## src/rtl/voice_cmd_pkg.sv

```systemverilog
`default_nettype none
// ============================================================================
//  Module   : voice_cmd_pkg
//  Purpose  : Shared types and constants for the voice command transmitter:
//             FSM state encoding, command codes and frame geometry.
//  Revision : 1.0  initial release
// ============================================================================
package voice_cmd_pkg;

    // Transmitter FSM states, explicitly encoded on 3 bits
    typedef enum logic [2:0] {
        S_IDLE   = 3'd0,
        S_START  = 3'd1,
        S_DATA   = 3'd2,
        S_PARITY = 3'd3,
        S_STOP   = 3'd4,
        S_GAP    = 3'd5
    } state_t;

    // Command codes carried in the two data bits
    localparam logic [1:0] CMD_OFF    = 2'b00;
    localparam logic [1:0] CMD_ON     = 2'b01;
    localparam logic [1:0] CMD_DIM    = 2'b10;
    localparam logic [1:0] CMD_STATUS = 2'b11;

    // Serial bits per frame: start, data1, data0, parity, stop
    localparam int FRAME_BITS = 5;

    // Even parity over the two data bits
    function automatic logic even_parity(input logic [1:0] code);
        return code[1] ^ code[0];
    endfunction

endpackage
`default_nettype wire

```

## src/rtl/voice_bit_timer.sv

```systemverilog
`default_nettype none
// ============================================================================
//  Module   : voice_bit_timer
//  Purpose  : Loadable down-counter that stops at zero. Terminal count is
//             flagged while the count sits at zero, so loading N-1 gives a
//             span of N cycles ending on the terminal-count cycle.
//  Revision : 1.0  initial release
// ============================================================================
module voice_bit_timer #(
    parameter int WIDTH = 8
) (
    input  logic             clk,
    input  logic             rst,
    input  logic             load_i,
    input  logic [WIDTH-1:0] load_value_i,
    output logic [WIDTH-1:0] count_o,
    output logic             tc_o
);

    logic [WIDTH-1:0] count_q;

    // Reload on request, otherwise count down and park at zero
    always_ff @(posedge clk) begin
        if (rst) begin
            count_q <= '0;
        end else if (load_i) begin
            count_q <= load_value_i;
        end else if (count_q != '0) begin
            count_q <= count_q - WIDTH'(1);
        end
    end

    assign count_o = count_q;
    assign tc_o    = (count_q == '0);

endmodule
`default_nettype wire

```

## src/rtl/voice_command_tx.sv

```systemverilog
`default_nettype none
// ============================================================================
//  Module   : voice_command_tx
//  Purpose  : Serialises a 2-bit voice command as start/data1/data0/parity/
//             stop, each bit held BIT_CYCLES clocks, followed by GAP_CYCLES
//             forced idle-low clocks before the next command is accepted.
//  Revision : 1.0  initial release
// ============================================================================
module voice_command_tx
    import voice_cmd_pkg::*;
#(
    parameter int BIT_CYCLES = 4,
    parameter int GAP_CYCLES = 2
) (
    input  logic       clk,
    input  logic       rst,
    input  logic       cmd_valid,
    input  logic [1:0] cmd_code,
    output logic       cmd_ready,
    output logic       voice_command,
    output logic       busy,
    output logic       frame_done
);

    localparam logic [7:0] C_BIT_LOAD = 8'(BIT_CYCLES - 1);
    localparam logic [7:0] C_GAP_LOAD = 8'(GAP_CYCLES - 1);

    state_t     state_q;
    logic [1:0] shift_q;
    logic       parity_q;
    logic       bit_idx_q;
    logic       voice_command_q;
    logic       busy_q;
    logic       frame_done_q;

    logic       w_accept;
    logic       w_load;
    logic [7:0] w_load_value;
    logic [7:0] w_count;
    logic       w_tc;

    // Ready depends on state alone so a producer cannot form a loop through it
    assign cmd_ready = (state_q == S_IDLE);
    assign w_accept  = cmd_ready & cmd_valid;

    // Timer is reloaded when a frame starts and at the end of every bit;
    // the STOP->GAP hand-off loads the gap length instead of a bit length.
    assign w_load       = w_accept | ((state_q != S_IDLE) & (state_q != S_GAP) & w_tc);
    assign w_load_value = (state_q == S_STOP) ? C_GAP_LOAD : C_BIT_LOAD;

    voice_bit_timer #(
        .WIDTH (8)
    ) u_timer (
        .clk          (clk),
        .rst          (rst),
        .load_i       (w_load),
        .load_value_i (w_load_value),
        .count_o      (w_count),
        .tc_o         (w_tc)
    );

    // Frame sequencer; all outputs are registered alongside the state
    always_ff @(posedge clk) begin
        if (rst) begin
            state_q         <= S_IDLE;
            shift_q         <= 2'b00;
            parity_q        <= 1'b0;
            bit_idx_q       <= 1'b0;
            voice_command_q <= 1'b0;
            busy_q          <= 1'b0;
            frame_done_q    <= 1'b0;
        end else begin
            // Pulse lands on the final STOP cycle (count reaches zero next)
            frame_done_q <= (state_q == S_STOP) && (w_count == 8'd1);
            case (state_q)
                S_IDLE: begin
                    if (cmd_valid) begin
                        state_q         <= S_START;
                        shift_q         <= cmd_code;
                        parity_q        <= even_parity(cmd_code);
                        bit_idx_q       <= 1'b0;
                        voice_command_q <= 1'b1;
                        busy_q          <= 1'b1;
                    end
                end
                S_START: begin
                    if (w_tc) begin
                        state_q         <= S_DATA;
                        voice_command_q <= shift_q[1];
                    end
                end
                S_DATA: begin
                    if (w_tc) begin
                        if (!bit_idx_q) begin
                            bit_idx_q       <= 1'b1;
                            shift_q         <= {shift_q[0], 1'b0};
                            voice_command_q <= shift_q[0];
                        end else begin
                            bit_idx_q       <= 1'b0;
                            state_q         <= S_PARITY;
                            voice_command_q <= parity_q;
                        end
                    end
                end
                S_PARITY: begin
                    if (w_tc) begin
                        state_q         <= S_STOP;
                        voice_command_q <= 1'b0;
                    end
                end
                S_STOP: begin
                    if (w_tc) begin
                        state_q         <= S_GAP;
                        voice_command_q <= 1'b0;
                    end
                end
                S_GAP: begin
                    if (w_tc) begin
                        state_q <= S_IDLE;
                        busy_q  <= 1'b0;
                    end
                end
                default: begin
                    state_q         <= S_IDLE;
                    voice_command_q <= 1'b0;
                    busy_q          <= 1'b0;
                end
            endcase
        end
    end

    assign voice_command = voice_command_q;
    assign busy          = busy_q;
    assign frame_done    = frame_done_q;

endmodule
`default_nettype wire
```

## config.mk

```make
export PLATFORM = sky130hd
export DESIGN_NAME = voice_command_tx
export DESIGN_NICKNAME = d
export VERILOG_FILES = /design/src/rtl/voice_cmd_pkg.sv /design/src/rtl/voice_bit_timer.sv /design/src/rtl/voice_command_tx.sv
export SDC_FILE = /design/constraint.sdc
export NUM_CORES = 1
export LEC_CHECK = 0
export CORE_ASPECT_RATIO = 0.8
export CORE_UTILIZATION = 50
export DETAILED_ROUTE_END_ITERATION = 6
export GPL_TIMING_DRIVEN = 0
export MAX_ROUTING_LAYER = met4
export PLACE_DENSITY = 0.73
export SLEW_MARGIN = 0
export SYNTH_ARGS = -nofsm -noshare
export SYNTH_HDL_FRONTEND = slang
export SYNTH_HIERARCHICAL = 1
export SYNTH_SLANG_ARGS = --single-unit
```

## constraint.sdc

```tcl
create_clock -name clk -period 2.1 [get_ports clk]
set_input_delay 0.21 -clock clk [delete_from_list [all_inputs] [get_ports clk]]
set_output_delay 0.21 -clock clk [all_outputs]
set_load 0.05 [all_outputs]
```

After elaboration in Yosys (flattened, before gate mapping)
Cells that the tools add are included.
{"block": "totals", "register_bits": 18, "output_inout_bits": 4, "inputBits": 5, "elab_cells": 73}
{"block": "op_classes", "n_addsub": 1, "mux": 26, "bitwise": 7, "reduce_logical": 15, "n_eq_ne": 16}
{"op": "two-way mux 3 bit", "count": 7}
{"op": "one-hot mux 3 bit (6 select lines)", "count": 1}
{"op": "two-way mux 8 bit", "count": 2}
{"op": "!= test 2 bit (second input constant)", "count": 8}
{"op": "equality test 8 x 1 -> 1 bit (second input constant)", "count": 1}
{"op": "zero test 8 bit", "count": 1}
{"op": "two-way mux 1 bit", "count": 8}
{"op": "two-way mux 2 bit", "count": 4}
{"op": "nonzero test 8 bit", "count": 1}
{"op": "subtractor 8 x 1 -> 8 bit (second input constant)", "count": 1}
{"op": "AND reduction 7 bit", "count": 1}
{"op": "equality test 3 x 2 -> 1 bit (second input constant)", "count": 2}
{"op": "equality test 3 bit (second input constant)", "count": 2}
{"op": "AND reduction 3 bit", "count": 2}
{"op": "one-hot mux 1 bit (5 select lines)", "count": 1}
{"op": "AND reduction 5 bit", "count": 1}
{"op": "one-hot mux 2 bit (2 select lines)", "count": 1}
{"op": "AND reduction 4 bit", "count": 1}
{"op": "nonzero test 2 bit", "count": 2}
{"op": "OR reduction 4 bit", "count": 1}
{"op": "AND 1 bit", "count": 3}
{"op": "equality test 3 x 1 -> 1 bit (second input constant)", "count": 1}
{"op": "zero test 3 bit", "count": 1}
{"op": "!= test 3 bit (second input constant)", "count": 1}
{"op": "other kinds (10)", "count": 11}

Logic depth before layout (Yosys ltp)
Gate-level depths: netlist (run 1).
{"block": "logic_depth", "ltp_word": 5, "mapped_depth": 11, "ltp_nobuf": 8}

Modules after synthesis
Netlist (run 1), hierarchy kept.
{"mod": "voice_command_tx", "cells_each": 78, "seq_area_each_um2": 200.2, "instances": 1, "area_per_inst_um2": 614.3}
{"mod": "voice_bit_timer", "cells_each": 53, "seq_area_each_um2": 160.2, "instances": 1, "area_per_inst_um2": 475.5}

Worst setup path before layout (run 1)
Ideal clock, no wire load.
{"block": "synth_timing", "path_kind": "flip-flop to flip-flop", "from": "reg u_timer.count_q[3] (netlist: u_timer/count_o[3])", "to": "reg u_timer.count_q[0] (netlist: u_timer/count_o[0])", "synth_period_minus_slack_ns": 2.070, "required_time_ns": 1.970, "setup_slack_ns": 0.030, "setup_ns": 0.130, "n_path_buf": 3, "path_stages_with_launch": 11, "arrival_ns": 1.940, "path_cell_list": "dfxtp_1 > nor4_4 > and4bb_1 > buf_6 > buf_2 > nand3b_1 > nand3_1 > clkbuf_1 > nor3_1 > nand2_1 > o211ai_2"}
{"block": "synth_via", "elab_chain_cells": 4, "word_cells_on_any_way": 6, "cone_classes": "mux (1); bitwise (2); reduce/logical (3)"}
{"item": "from (decl)", "line_no": "voice_bit_timer.sv:20", "rtl": "logic [WIDTH-1:0] count_q;"}
{"item": "from (signal assigned)", "line_no": "voice_bit_timer.sv:27", "rtl": "count_q <= load_value_i;"}
{"item": "from (signal assigned)", "line_no": "voice_bit_timer.sv:29", "rtl": "count_q <= count_q - WIDTH'(1);"}
{"item": "zero test 8 bit (*)", "line_no": "voice_bit_timer.sv:34", "rtl": "assign tc_o = (count_q == '0);"}
{"item": "net w_tc", "line_no": "voice_command_tx.sv:40", "rtl": "logic w_tc;"}
{"item": "AND 1 bit (*)", "line_no": "voice_command_tx.sv:48", "rtl": "assign w_load = w_accept | ((state_q != S_IDLE) & (state_q != S_GAP) & w_tc);"}
{"item": "bitwise OR 1 bit (*)", "line_no": "voice_command_tx.sv:48"}
{"item": "net w_load", "line_no": "voice_command_tx.sv:37", "rtl": "logic w_load;"}
{"item": "two-way mux 8 bit or nonzero test 2 bit (tied branches)"}
Mark *: on every way through the listed nets, which the timed path passes. The rest lies on a longest branch.
A chain may end at the register's enable or synchronous reset.

Final worst setup path (run 1)
{"block": "layout_timing", "from": "reg u_timer.count_q[0] (netlist: u_timer/count_o[0])", "to": "reg u_timer.count_q[0] (netlist: u_timer/count_o[0])"}
The elaborated chain is that of the path after synthesis.

==> flow_metrics.py, run 1 <==
metrics = {
    "detailed_routing": {
        "met2RoutedLength_um": 1280,
        "ant_nets": 0,
        "met3RoutedLength_um": 215,
        "routed_wirelength_um": 2720,
        "detailedRoute.firstIterationViolations": 26,
        "highest_layer": "met4",
        "vias_per_cell": 5.77,
        "detail_route.drc_violations": 0,
        "route.vias.total": 1039,
        "wirelength_met1_um": 1210,
        "wl_per_cell_um": 15.1,
        "firstDrtPassIters": 4,
    },
    "global_route": {
        "grt_pass1_wl_um": 3980,
        "number_of_antenna_violations_at_the_first_check_in_global_routing": 0,
        "global_route.overflow_total": 0,
        "grt_start_max_net_pins": 11,
        "grt_usage_pct": 24.2,
        "grt_pass1_vias": 895,
    },
    "power": {
        "cellLeakagePower_nw": 0.530,
        "netSwitchingFraction_pct": 41.5,
        "p_seq_share_pct": 30.6,
        "power.ir.vdd_worst_mv": 0.690,
        "power_per_cell_area_nw_per_um2": 1310,
        "combinationalPowerShare_pct": 56.9,
        "internal_power_w": 0.00104,
        "pwr-share-clk_pct": 12.5,
        "p_sw_w": 0.000739,
    },
    "critical_path": {
        "timing_worst_setup_path_type": "register to register",
        "timing.critical_path.from_type": "register",
        "wp_data_required_ps": 2330,
        "startpoint": "u_timer/count_o[0]",
        "crit_path_end_kind": "register",
        "crit_path_cell_trace": "inv_1, ha_4, and4bb_1, buf_6, buf_6, nand3b_1, nand3_2, or4_4, o211ai_2",
        "timing.critical_path.slowest_cell_delay_ps": 570,
        "crit_top_cell": "sky130_fd_sc_hd__buf_6",
        "r2r_startpoint": "u_timer/count_o[0]",
        "cpMaxStageDelayCell": "sky130_fd_sc_hd__or4_4",
        "critical_path_peak_fanout": 10,
        "cp_data_arrival_time_ps": 2310,
    },
    "sta": {
        "hold_viol_final": 0,
        "worst_skew_ps": 3.13,
        "clock.fmax_mhz": 482,
        "post-route-worst-setup-slack_ps": 24.4,
        "worst_slew_margin_rel_pct": 62.6,
        "setup_viol": 0,
        "worst_pin_slew_ps": 561,
        "fin_worst_hold_slack_ps": 494,
        "final_min_period_over_clock_period_pct": 98.8,
        "fin_tns_setup_ps": 0,
        "finalCriticalPeriod_ps": 2080,
        "report.final.slew_viol_count": 0,
    },
    "die": {
        "std_cell_rows": 14,
        "number_of_top_level_pins": 9,
        "dieArea_sq_um": 2370,
        "core_sq_um": 1960,
        "initial_core_util_pct": 55.5,
        "overall_die_width_um": 54.2,
        "die_h_um": 43.8,
    },
    "hold_path": {
        "min-delay-start": "shift_q[0]",
        "min-delay-path-class": "register to register",
    },
    "finish": {
        "fillCellCount": 176,
        "layout.cells.most_common": "sky130_fd_sc_hd__dfxtp_1",
        "drive_gt1_share_pct": 23.7,
        "finish.utilization_pct": 69.5,
        "final_cell_mix": "sky130_fd_sc_hd__dfxtp_1 (14), sky130_fd_sc_hd__nor2_1 (13), sky130_fd_sc_hd__nand2_1 (13), sky130_fd_sc_hd__buf_4 (10)",
        "seqCellArea_sq_um": 368,
        "finish.net_count": 163,
        "synthToLayoutAreaGrowth_pct": 25.0,
        "combined_area_of_the_multi_input_logic_cells_sq_um": 698,
        "antenna_cells_inserted": 0,
        "design_area_sq_um": 1360,
    },
    "job": {
        "max_cap_viol_count": 0,
    },
    "cts": {
        "cts.root.buffer_cell": "sky130_fd_sc_hd__clkbuf_4",
        "path_clk_slew_ps": 110,
        "htree_levels": 1,
        "insertion_delay_ps": 300,
        "clk_path_buf_depth": 2,
        "cts_buffers": 3,
        "cts_sinks": 18,
        "cts_tree": "yes",
    },
    "synthesis": {
        "syn-instance-count": 131,
        "yosys_warnings": 6,
        "seq_cells_post_synth": 18,
        "syn_avg_cell_area_sq_um": 8.32,
        "seq_area_frac_synth_pct": 33.1,
        "synth_enable_flop_cells": 0,
        "synth_cell_types": 42,
        "synth_async_sr_flop_share_pct": 0,
        "top_reg_cell_synth": "sky130_fd_sc_hd__dfxtp_1",
        "post_synth_instance_area_sq_um": 1090,
    },
    "placement": {
        "dp_hpwl_um": 1690,
        "pre_cts_ws_ps": -350,
        "detailed_place.area_sq_um": 1220,
        "portBuffers": 8,
        "gp_routability_congestion": 0.885,
    },
    "status": {
        "status": "completed",
    },
}
## registers in the layout, summed over array words and instances (netlist names)
| signal | count |
|---|---|
| parity_q | 1 |
| u_timer/count_o | 8 |
| busy | 1 |
| voice_command | 1 |
| shift_q | 2 |
| frame_done | 1 |
| state_q | 3 |
| bit_idx_q | 1 |
## metrics by stage
step	cells	total power, W
floorplan	136	0.00116
global placement	168	0.00130
detailed placement	168	0.00134
global route	180	0.00189
finish	180	0.00178
CTS	174	0.00163
## kinds of logic (layout without fill, tap and decap cells)
family | after synthesis | count (layout) | share of synthesized area, %
AOI/OAI and AO/OA | 27 | 27 | 17.2
xor gates and xnor gates | 6 | 6 | 4.82
adders and majority gates | 1 | 1 | 1.15
buffers and inverters | 14 | 34 | 7.12
DFF | 18 | 18 | 33.1
muxes | 3 | 3 | 2.87
other | 2 | 7 | 0.689
and+or+nand+nor | 60 | 60 | 33.1
## power groups by stage
| stage | Clock (W) | Sequential, W | Combinational, W |
|---|---|---|---|
| floorplan | 0 | 0.000551 | 0.000608 |
| finish | 0.000223 | 0.000545 | 0.00101 |
| global placement | 0 | 0.000537 | 0.000760 |
| CTS | 0.000229 | 0.000545 | 0.000856 |
| detailed placement | 0 | 0.000544 | 0.000794 |
| global route | 0.000238 | 0.000557 | 0.00109 |
## metal layers
| metal | vias up | GRT usage [%] |
|---|---|---|
| met5 | - | - |
| met4 | 0 | 6.15 |
| met3 | 5 | 6.32 |
| met2 | 41 | 36.8 |
| met1 | 484 | 31.7 |
| li1 | 509 | - |
## critical path, delay by kind of cell, from the launching register on
family                   cells  cell delay, ps
AND/OR/NAND/NOR              4            1050
flip-flops                   1             370
buffers and inverters        3             330
adder cells (fa/ha/maj)      1             180
AO/OA/AOI/OAI                1              80
## synth_stat cells, types with 2 or more instances
cell type | instances | area [sq um]
sky130_fd_sc_hd__xnor2_1 | 5 | 43.8
sky130_fd_sc_hd__a211oi_1 | 3 | 22.5
sky130_fd_sc_hd__dfxtp_1 | 18 | 360
sky130_fd_sc_hd__o21ai_0 | 5 | 25.0
sky130_fd_sc_hd__nor3_1 | 8 | 40.0
sky130_fd_sc_hd__buf_2 | 2 | 10.0
sky130_fd_sc_hd__mux2i_1 | 2 | 20.0
sky130_fd_sc_hd__o32ai_1 | 4 | 35.0
sky130_fd_sc_hd__nand3_1 | 2 | 10.0
sky130_fd_sc_hd__nand2b_1 | 2 | 12.5
sky130_fd_sc_hd__nor3b_1 | 2 | 15.0
sky130_fd_sc_hd__conb_1 | 2 | 7.51
sky130_fd_sc_hd__nand3b_1 | 5 | 37.5
sky130_fd_sc_hd__buf_6 | 2 | 22.5
sky130_fd_sc_hd__nor2b_1 | 3 | 18.8
sky130_fd_sc_hd__buf_4 | 2 | 15.0
sky130_fd_sc_hd__inv_1 | 5 | 18.8
sky130_fd_sc_hd__nand2_1 | 13 | 48.8
sky130_fd_sc_hd__a21oi_1 | 8 | 40.0
sky130_fd_sc_hd__and4b_1 | 2 | 20.0
sky130_fd_sc_hd__nor2_1 | 13 | 48.8
sky130_fd_sc_hd__clkbuf_1 | 3 | 11.3
## final timing paths
kind                        end  slack [ps]  cells after the start
max          u_timer/count_o[0]          20                      9
min                  shift_q[0]         490                      2
min reg2reg          shift_q[0]         490                      2
max reg2reg  u_timer/count_o[0]          20                      9
## cell type report
class	count	area share [%]
Sequential cell	18	27.0
Timing Repair Buffer	16	10.2
Multi-Input combinational cell	104	51.2
Buffer	9	5.33
Clock buffer	4	2.66
Inverter	5	1.38
Tap cell	24	2.20
## repair_timing
action / in CTS / in global routing
setup buffers: 2 / 6
endpoints found under the setup margin: 9 / 7
hold buffers: 0 / 0
gates resized for setup: 12 / 7
hold endpoints to repair: 0 / 0
pin swaps: 2 / 4
No activity file was read; power rests on OpenSTA's default activity.
==> run 2, diff against run 1 <==
--- a/config.mk
+++ b/config.mk
@@ -5,12 +5,14 @@
 export SDC_FILE = /design/constraint.sdc
 export NUM_CORES = 1
 export LEC_CHECK = 0
+export CELL_PAD_IN_SITES_DETAIL_PLACEMENT = 1
+export CELL_PAD_IN_SITES_GLOBAL_PLACEMENT = 1
 export CORE_ASPECT_RATIO = 0.8
-export CORE_UTILIZATION = 50
+export CORE_UTILIZATION = 38
 export DETAILED_ROUTE_END_ITERATION = 6
 export GPL_TIMING_DRIVEN = 0
 export MAX_ROUTING_LAYER = met4
-export PLACE_DENSITY = 0.73
+export PLACE_DENSITY_LB_ADDON = 0.1
 export SLEW_MARGIN = 0
 export SYNTH_ARGS = -nofsm -noshare
 export SYNTH_HDL_FRONTEND = slang
==> run 2 against run 1 <==
Clock power rose by 2%. Fmax increased by 0.13%. Cell count up 8.3%.
==> flow_metrics.py, run 2 (same netlist as run 1, synthesis figures left out) <==
metrics = {
    "critical_path": {
        "timing_worst_setup_path_type": "register to register",
        "critical_path_peak_fanout": 10,
        "crit_path_end_kind": "register",
        "cp_data_arrival_time_ps": 2300,
        "wp_data_required_ps": 2330,
        "timing.critical_path.from_type": "register",
    },
    "sta": {
        "report.final.slew_viol_count": 0,
        "final_min_period_over_clock_period_pct": 98.7,
        "worst_slew_margin_rel_pct": 66.2,
        "worst_pin_slew_ps": 507,
        "setup_viol": 0,
        "post-route-worst-setup-slack_ps": 27.2,
        "fin_worst_hold_slack_ps": 492,
        "fin_tns_setup_ps": 0,
        "clock.fmax_mhz": 482,
        "hold_viol_final": 0,
        "finalCriticalPeriod_ps": 2070,
        "worst_skew_ps": 10.8,
    },
    "die": {
        "number_of_top_level_pins": 9,
        "initial_core_util_pct": 42.2,
        "core_sq_um": 2580,
        "dieArea_sq_um": 3090,
        "overall_die_width_um": 61.9,
        "die_h_um": 49.9,
        "std_cell_rows": 16,
    },
    "global_route": {
        "grt_start_max_net_pins": 11,
        "global_route.overflow_total": 0,
        "grt_pass1_wl_um": 5060,
        "number_of_antenna_violations_at_the_first_check_in_global_routing": 0,
        "grt_pass1_vias": 1030,
        "grt_usage_pct": 23.4,
    },
    "cts": {
        "clk_path_buf_depth": 2,
        "cts_buffers": 3,
        "cts_tree": "yes",
        "path_clk_slew_ps": 120,
        "hold_buffers": 0,
        "cts.root.buffer_cell": "sky130_fd_sc_hd__clkbuf_4",
        "insertion_delay_ps": 310,
        "cts_sinks": 18,
        "htree_levels": 1,
    },
    "job": {
        "max_cap_viol_count": 0,
    },
    "detailed_routing": {
        "wl_per_cell_um": 16.0,
        "vias_per_cell": 5.30,
        "detail_route.drc_violations": 0,
        "route.vias.total": 1033,
        "routed_wirelength_um": 3130,
        "detailedRoute.firstIterationViolations": 34,
        "ant_nets": 0,
        "firstDrtPassIters": 4,
    },
    "finish": {
        "combined_area_of_the_multi_input_logic_cells_sq_um": 702,
        "finish.utilization_pct": 54.7,
        "antenna_cells_inserted": 0,
        "finish.net_count": 166,
        "drive_gt1_share_pct": 26.4,
        "fillCellCount": 316,
        "final_cell_mix": "sky130_fd_sc_hd__buf_4 (13), sky130_fd_sc_hd__nor2_1 (13), sky130_fd_sc_hd__nand2_1 (13), sky130_fd_sc_hd__dfxtp_1 (13)",
        "seqCellArea_sq_um": 374,
        "largest_reg_flops": 8,
        "synthToLayoutAreaGrowth_pct": 29.7,
    },
    "power": {
        "cellLeakagePower_nw": 0.545,
        "post-layout-total-power_w": 0.00187,
        "power.ir.vdd_worst_mv": 0.557,
        "power_per_cell_area_nw_per_um2": 1320,
    },
    "placement": {
        "portBuffers": 8,
        "gp_routability_congestion": 0.782,
        "pre_cts_ws_ps": -471,
        "dp_hpwl_um": 2050,
    },
    "hold_path": {
        "min-delay-path-class": "register to register",
    },
    "status": {
        "status": "completed",
    },
}
run 2: cell types whose count changed in the layout (fill, tap and decap cells not counted), sizes merged:
cell	previous run	this run
buf	15	18
run 2: report_power, final:
part           switching, W  internal [W]  total, W  leakage, nW
clock              0.000121      0.000106  0.000227       0.0210
combinational      0.000548      0.000534   0.00108        0.373
sequential         0.000110      0.000450  0.000561        0.151
run 2: area by class of cell:
cell class,count,area share (%)
flip-flops and latches,18,26.5
clock buffers,4,2.57
inverters,5,1.33
well taps,36,3.19
repair buffers,19,11.4
plain buffers,9,5.40
multi-input cells,104,49.6
run 2: stage by stage:
step	instance area (sq um)	instances
6_report	1410	195
4_1_cts	1320	187
3_3_place_gp	1230	180
3_5_place_dp	1230	180
2_1_floorplan	1110	136
5_1_grt	1410	195
run 2: layer usage:
| layer | vias to the layer above | wire (um) | global-route usage [%] |
|---|---|---|---|
| met5 | - | 0 | - |
| met4 | 0 | 44 | 5.56 |
| met3 | 6 | 131 | 5.51 |
| met2 | 24 | 1490 | 34.1 |
| met1 | 494 | 1460 | 32.5 |
| li1 | 509 | - | - |
run 2: final timing paths:
| check | end | cells past startpoint | from | slack (ps) |
|---|---|---|---|---|
| min reg2reg | busy | 2 | busy | 490 |
| max reg2reg | u_timer/count_o[0] | 9 | u_timer/count_o[1] | 30 |
| max | u_timer/count_o[0] | 9 | u_timer/count_o[1] | 30 |
| min | busy | 2 | busy | 490 |
run 2: critical path: stages (launching register included):
cell	delay, ps
sky130_fd_sc_hd__dfxtp_4	370
sky130_fd_sc_hd__inv_2	50
sky130_fd_sc_hd__ha_4	170
sky130_fd_sc_hd__and4bb_1	210
sky130_fd_sc_hd__buf_6	140
sky130_fd_sc_hd__buf_8	130
sky130_fd_sc_hd__nand3b_1	150
sky130_fd_sc_hd__nand3_4	130
sky130_fd_sc_hd__or4_4	560
sky130_fd_sc_hd__o211ai_2	80
run 2: timing repair:
action / CTS / global route
hold endpoints to repair: 0 / 0
buffers inserted: 3 / 8
gates resized for setup: 12 / 13
setup endpoints to repair: 9 / 8
pin swaps: 4 / 7
==> patch, RTL diff (settings of run 1) <==
Encoding of `state_t`: now one-hot (6 bits for 6 states).
--- a/src/rtl/voice_cmd_pkg.sv
+++ b/src/rtl/voice_cmd_pkg.sv
@@ -10,9 +10,9 @@
     // Transmitter FSM states, explicitly encoded on 3 bits
-    typedef enum logic [2:0] {
-        S_IDLE   = 3'd0,
-        S_START  = 3'd1,
-        S_DATA   = 3'd2,
-        S_PARITY = 3'd3,
-        S_STOP   = 3'd4,
-        S_GAP    = 3'd5
+    typedef enum logic [5:0] {
+        S_IDLE   = 6'b000001,
+        S_START  = 6'b000010,
+        S_DATA   = 6'b000100,
+        S_PARITY = 6'b001000,
+        S_STOP   = 6'b010000,
+        S_GAP    = 6'b100000
     } state_t;
Function: no difference found for any inputs over 10 cycles, from zero or initial values and one cycle with rst high; not proved beyond that.
==> patch against run 1 <==
- critical path depth fell by 3
- critical path type unchanged
- sequential cell count rose by 3
- the flow now finishes with violations (setup timing)
- cell area rose by 22%
- count of clock-buffer cells in the layout did not move
- fmax fell by 3.2%
- sequential power rose by 11%
- setup slack got worse by 0.069 ns
- sequential share of layout area fell by 0.86 points
- power rose by 0.81%
- worst hold slack got worse by 0.026 ns
- area after synthesis rose by 12%
- wire length rose by 25%
- largest cell class unchanged
- global-route usage rose by 0.79 points
==> patch: results <==
group,metric,value,unit
worst_setup_path,worstPathArrival,2.35,ns
global_routing,use_met2,34.9,%
yosys,seq_area_frac_synth,34.3,%
yosys,synth_cell_type_count,49,
global_routing,grt_pass1_vias,986,
placed_design,hpwl,1.93,mm
route,drtIter0Drc,66,
run_status,violations,"setup timing",
cells_and_area,instances_no_fill,198,
sta,worst_slack,-0.0449,ns
pwr,vdd_drop_max,0.687,mV
route,routed-via-count,1246,
min_path,hp-start,"parity_q$_SDFFE_PP0P_",
min_path,hold_end,"parity_q$_SDFFE_PP0P_",
global_routing,use_met3,6.46,%
global_routing,grt_pass1_wl,4.78,mm
worst_setup_path,regToRegEndpoint,"state_q[0]$_SDFFE_PP1P_",
run_status,status,"finished, violations left",
global_routing,grt_max_degree,15,
placed_design,dp.cells,181,
sta,finClkSkew,0.00335,ns
worst_setup_path,cp_max_fo,4,
worst_setup_path,timing.rr.start,"state_q[4]$_SDFFE_PP0P_",
route,drt_pass1_iterations,4,
sta,setup_viol,3,
cells_and_area,fillers,166,
sta,slew_headroom,59.7,%
yosys,ys_top_cells_by_count,"dfxtp_1, nand2_1, a21oi_1, nor3_1, nor2_1",
cells_and_area,final_nets,180,
cells_and_area,drive_above_1_share,32.9,%
pwr,p_leak,0.607,nW
-- patch: cell count changes in the layout (fill, tap and decap cells not counted), sizes merged, moves of 3 or more --
cell | run 1 | this run
dfxtp | 18 | 21
nand3b | 5 | 0
nor2 | 14 | 8
nor4b | 0 | 3
-- patch: how the worst max path moves through the flow --
stage,startpoint,end
floorplan,state_q[4]$_SDFFE_PP0P_,u_timer/count_o[0]$_SDFFE_PP0P_
global placement,state_q[4]$_SDFFE_PP0P_,u_timer/count_o[0]$_SDFFE_PP0P_
detailed placement,state_q[4]$_SDFFE_PP0P_,u_timer/count_o[0]$_SDFFE_PP0P_
CTS,state_q[2]$_SDFFE_PP0P_,state_q[5]$_SDFFE_PP0P_
global route,state_q[4]$_SDFFE_PP0P_,state_q[5]$_SDFFE_PP0P_
finish,state_q[4]$_SDFFE_PP0P_,state_q[0]$_SDFFE_PP1P_
-- patch: kinds of logic after synthesis --
group / count (synthesis) / synth area share (%)
compound gates: 37 / 20.9
xor+xnor: 6 / 4.29
fa+ha+maj: 1 / 1.02
buf+inv: 9 / 3.98
flops: 21 / 34.3
mux: 4 / 3.47
other cells: 2 / 0.613
simple gates: 63 / 31.4
-- patch: cell type report --
type / instances / area share, %
inverter: 4 / 0.906
clock buffer: 4 / 1.59
multi-input combinational: 118 / 56.0
buffer: 4 / 2.19
tap: 25 / 1.89
sequential: 21 / 26.1
timing repair buffer: 22 / 11.3
-- patch: worst max-delay path, stage by stage (launching register included) --
cell and delay, ns:
dfxtp_4 0.38, or4_4 0.54, or3b_4 0.44, buf_6 0.15, nor2_4 0.13, nor3_2 0.08
or3_1 0.32
-- patch: report_power, final --
part | total (mW) | switching, mW | leakage [nW] | internal, mW
Clock | 0.201 | 0.126 | 0.0150 | 0.0743
Combinational | 0.989 | 0.511 | 0.416 | 0.477
Sequential | 0.607 | 0.119 | 0.175 | 0.488
Total | 1.80 | 0.757 | 0.607 | 1.04
-- patch: metal layers --
metal,part of all wire [%],routed length [µm],vias to the layer above
li1,-,-,586
met1,48,1640,604
met4,0.41,14,0
met3,5.8,197,2
met2,46,1570,54
met5,0,0,-
-- patch: stage by stage --
| stage | setup TNS, ns | utilization, % | setup slack [ns] | instance area [µm²] | hold WS [ns] |
|---|---|---|---|---|---|
| floorplan | -0.131 | - | -0.0674 | 1260 | 0.282 |
| CTS | -0.197 | 67.8 | -0.0604 | 1510 | 0.471 |
| finish | -0.0854 | 74.2 | -0.0449 | 1660 | 0.468 |
| detailed placement | -0.927 | 61.6 | -0.141 | 1380 | 0.452 |
| global placement | -0.847 | 61.6 | -0.139 | 1380 | 0.441 |
| global route | -0.407 | 74.2 | -0.0818 | 1660 | 0.506 |
-- patch: timing repair --
item,4_1_cts,5_1_grt
gates resized for setup,16,23
setup endpoints to repair,9,17
pin swaps,11,8
buffers inserted,5,9
